===== config.mk =====
export PLATFORM = sky130hd
export DESIGN_NAME = inst_fetch_unit
export DESIGN_NICKNAME = d
export VERILOG_FILES = /design/src/rtl/inst_fetch_unit.sv
export SDC_FILE = /design/constraint.sdc
export NUM_CORES = 1
export LEC_CHECK = 0
export CAP_MARGIN = 20
export CORE_MARGIN = 2
export CORE_UTILIZATION = 41
export CTS_BUF_LIST = sky130_fd_sc_hd__clkbuf_4
export DETAILED_ROUTE_END_ITERATION = 8
export GPL_ROUTABILITY_DRIVEN = 0
export PLACE_DENSITY = 0.81
export SLEW_MARGIN = 30
export SYNTH_ARGS = -nofsm -noshare
export SYNTH_HDL_FRONTEND = slang
export SYNTH_SLANG_ARGS = --single-unit

===== constraint.sdc =====
create_clock -name clk -period 1.45 [get_ports clk]
set_input_delay 0.29 -clock clk [delete_from_list [all_inputs] [get_ports clk]]
set_output_delay 0.29 -clock clk [all_outputs]
set_load 0.01 [all_outputs]

===== src/rtl/inst_fetch_unit.sv =====
// inst_fetch_unit
// Instruction-side memory initiator. It requests the word at pc, waits for
// the memory acknowledge, then holds the instruction on inst until the
// datapath retires it. On retire the pc advances by one, or jumps inside
// the current 4K page.
//
// Optional feature macro: NUM_INST_EN
//   defined   -> num_inst counts retired instructions (wraps at all-ones)
//   undefined -> counter removed, num_inst tied to zero
//
// Ports:
//   clk          rising-edge clock
//   reset_n      asynchronous active-low reset
//   readM        registered memory read request
//   address      read address, equals pc while readM is high
//   data         memory read data, valid with inputReady
//   inputReady   memory acknowledge for the outstanding read
//   inst         latched instruction for the decoder
//   inst_valid   inst holds an instruction not yet retired
//   pc           address of the instruction in inst
//   retire       datapath finished the current instruction
//   jump         qualifies retire: load jump_target into pc[11:0]
//   jump_target  low 12 bits of the jump destination
//   num_inst     retired instruction count
module inst_fetch_unit #(
    parameter int                   WORD_SIZE = 16,
    parameter logic [WORD_SIZE-1:0] RESET_PC  = 16'h0000
) (
    input  logic                 clk,
    input  logic                 reset_n,
    output logic                 readM,
    output logic [WORD_SIZE-1:0] address,
    input  logic [WORD_SIZE-1:0] data,
    input  logic                 inputReady,
    output logic [WORD_SIZE-1:0] inst,
    output logic                 inst_valid,
    output logic [WORD_SIZE-1:0] pc,
    input  logic                 retire,
    input  logic                 jump,
    input  logic [11:0]          jump_target,
    output logic [WORD_SIZE-1:0] num_inst
);

    typedef enum logic [1:0] {
        RST   = 2'd0,
        FETCH = 2'd1,
        EXEC  = 2'd2
    } state_t;

    state_t               state_q;
    state_t               state_d;
    logic [WORD_SIZE-1:0] pc_next;

    // Jumps stay inside the current 4K page: only the low 12 bits are replaced.
    always_comb begin
        pc_next = pc + 1'b1;
        if (jump) begin
            pc_next = {pc[WORD_SIZE-1:12], jump_target};
        end
    end

    always_comb begin
        state_d = state_q;
        case (state_q)
            RST:     state_d = FETCH;
            FETCH:   if (inputReady) state_d = EXEC;
            EXEC:    if (retire)     state_d = FETCH;
            default: state_d = RST;
        endcase
    end

    always_ff @(posedge clk or negedge reset_n) begin
        if (!reset_n) begin
            state_q <= RST;
        end else begin
            state_q <= state_d;
        end
    end

    // Outputs are registered and updated on the transitions, so readM is
    // already high during the first FETCH cycle and the new pc/address show
    // up together with the re-asserted request.
    always_ff @(posedge clk or negedge reset_n) begin
        if (!reset_n) begin
            readM      <= 1'b0;
            address    <= '0;
            inst       <= '0;
            inst_valid <= 1'b0;
            pc         <= RESET_PC;
        end else begin
            case (state_q)
                RST: begin
                    readM   <= 1'b1;
                    address <= pc;
                end
                FETCH: begin
                    if (inputReady) begin
                        inst       <= data;
                        readM      <= 1'b0;
                        inst_valid <= 1'b1;
                    end
                end
                EXEC: begin
                    if (retire) begin
                        inst_valid <= 1'b0;
                        readM      <= 1'b1;
                        pc         <= pc_next;
                        address    <= pc_next;
                    end
                end
                default: begin
                    readM <= 1'b0;
                end
            endcase
        end
    end

`ifdef NUM_INST_EN
    always_ff @(posedge clk or negedge reset_n) begin
        if (!reset_n) begin
            num_inst <= '0;
        end else if (state_q == EXEC && retire) begin
            num_inst <= num_inst + 1'b1;
        end
    end
`else
    assign num_inst = '0;
`endif

endmodule


==> flow_metrics.tcl <==
set metrics [dict create \
    cts-root-buf "clkbuf_4" \
    ir_drop_uv 1110 \
    n_antenna_cell 0 \
    nFillCells 483 \
    post-place-ws_ns -0.440 \
    rsz0062_at_grt "yes" \
    status "finished, violations left" \
    synth_common_cells "dfrtp_1 (52), nand2_1 (21), o21ai_0 (21)" \
    hold_class "in -> async" \
    syn_area_per_cell_sq_um 10.2 \
    wl_per_cell_microns 15.7 \
    htree_levels 2 \
    coreArea_sq_um 6280 \
    p_leak_nw 2.02 \
    setup_viol 15 \
    cp_slowest_stage_delay_ns 0.40 \
    r2r_end "pc[14]$_DFFE_PN0P_" \
    grt_pass1_vias 2400 \
    final_net_count 431 \
    syn_area_sq_um 2640 \
    reg2reg_from "pc[3]$_DFFE_PN0P_" \
    routed_wl_microns 7470 \
    vias 2449 \
    clock_sinks 52 \
    drc 0 \
    grt.overflow.total 0 \
    multiInputGateArea_sq_um 1320 \
    critPathArrivalTime_ns 1.93 \
    fin_total_pwr_mw 7.56 \
    ioPinCount 99 \
    cts_tree "done" \
    finish.utilization 0.662 \
    synthFlopType "dfrtp_1" \
    grt_pass1_wl_microns 11400 \
    insertion_delay_ns 0.39 \
    yosys.cell_types.count 41 \
    ff_latch_area_sq_um 1310 \
    antenna_found_initial 0 \
    crit_required_ns 1.78 \
    grt_max_degree 53 \
    worstRegToRegCells 6 \
    fin_skew_ns 0.0210 \
    numCtsBuffers 5 \
    initial_core_util 0.420 \
    crit_fanout 5 \
    timing.fmax_mhz 625 \
    path_cells "buf_4 -> nand4_4 -> nor4_4 -> nand3_2 -> or3_4 -> nand2_1" \
    path_class "reg -> reg" \
    synth_seq_cells 52 \
    antenna_left 0 \
    synth_edf_count 0 \
    port_buffers 82 \
    hold_viol 0 \
    crit_slowest_cell "dfrtp_1" \
    synth-async-reset-ratio 1.00 \
    die_h_microns 84.2 \
    powerDensity_nw_per_um2 1820 \
    rows 29 \
    hpwlAfterDp_microns 4810 \
    min_period_ns 1.60 \
    r2r_slack_ns -0.15 \
    first_pass_iters 4 \
    startpoint_type "flop" \
    critPathCaptureType "flop" \
    synth_top_cell_by_area "dfrtp_1" \
    grt_usage 0.201 \
    die_w_microns 84.2 \
    worst_slack_ns -0.149 \
    dieArea_sq_um 7090 \
    finalCritPeriodShare 1.10 \
    maxCapViolCount 0 \
    slew_viol_final 0 \
    area_delta_synth_final_pct 57.6 \
    cts_buffer_depth 2 \
    violations "setup timing" \
    yosysTopAreaCellShare 0.493 \
    path_clk_slew_ns 0.17 \
    yosysSeqAreaShare 0.493 \
    drive_above_1_share 0.329 \
    synth_warnings 0 \
    syn_inst 258 \
    ys_top_cells_by_area "dfrtp_1 (49%), mux2_2 (6.8%), buf_4 (4.6%)" \
    viasPerCell 5.16 \
    synth_most_common_cell "dfrtp_1" \
    drtIter0Drc 104 \
]
## metrics by stage
stage / cell area [sq um] / setup TNS [ns] / hold slack [ns] / cells
floorplan: 2720 / -0.218 / -0.00559 / 273
global placement: 3750 / -14.54 / 0.302 / 441
detailed placement: 3750 / -15.51 / 0.303 / 441
CTS: 3990 / -0.459 / 0.403 / 469
global route: 4160 / -2.40 / 0.414 / 475
finish: 4160 / -0.899 / 0.384 / 475
## kinds of logic (layout without fill, tap and decap cells)
kind of cell,after synthesis,after routing,synth area share
and+or+nand+nor,70,70,0.145
AOI/OAI and AO/OA,63,63,0.142
DFF,52,52,0.493
buffers and inverters,35,160,0.0759
muxes,23,23,0.0949
xor gates and xnor gates,13,13,0.0432
adders and majority gates,1,1,0.00474
other,1,16,0.00142
## area by class of cell
type                            count  area share
Inverter                            6     0.00542
Tap cell                           77      0.0232
Clock buffer                        5     0.00903
Clock inverter                      3      0.0102
Timing Repair Buffer              146       0.319
Sequential cell                    52       0.314
Multi-Input combinational cell    186       0.318
## power breakdown
part	switching, mW	internal (mW)	leakage, nW	total [mW]
Combinational	2.01	2.21	1.35	4.22
Clock	0.494	0.361	0.0428	0.856
Sequential	0.393	2.09	0.630	2.48
## registers in the layout (all words and copies together), names as in the netlist
name,count
inst_valid,1
inst,16
state_q,2
pc,16
readM,1
address,16
## worst max-delay path by stage
stage	start	to	slack (ns)	cells after the start
2_1_floorplan	pc[3]$_DFFE_PN0P_	address[14]$_DFFE_PN0P_	-0.08	6
3_3_place_gp	jump	address[14]$_DFFE_PN0P_	-0.41	6
3_5_place_dp	jump	address[14]$_DFFE_PN0P_	-0.44	6
4_1_cts	pc[11]$_DFFE_PN0P_	address[11]$_DFFE_PN0P_	-0.1	4
5_1_grt	pc[3]$_DFFE_PN0P_	address[14]$_DFFE_PN0P_	-0.21	6
6_report	pc[3]$_DFFE_PN0P_	pc[14]$_DFFE_PN0P_	-0.15	6
## timing repair
action	CTS	global route
gates resized for setup	113	29
setup buffers	19	5
gates cloned	0	1
pin swaps	8	18
hold endpoints to repair	52	0
endpoints found under the setup margin	64	45
hold buffers	1	0
## worst max-delay path, delay by kind of cell, from the launching register on
family                 cells  cell delay, ns
flip-flops                 1            0.40
AND/OR/NAND/NOR            5            1.00
buffers and inverters      1            0.12
## placed cells by master, fill, tap and decap left out, types with 14 or more instances in the layout
master and instances:
dfrtp_1 48, buf_4 44, dlygate4sd2_1 38, clkdlybuf4s50_1 31, buf_6 19, nand2_1 18
a21oi_1 17, mux2_2 16, o21ai_0 16, conb_1 16, nor2_1 14
## metal layers
metal	share of wire	global-route usage
met1	0.40	0.250
met2	0.50	0.329
met3	0.078	0.0698
met4	0.021	0.0689
met5	0	0
Power figures use the tool's default switching activity.
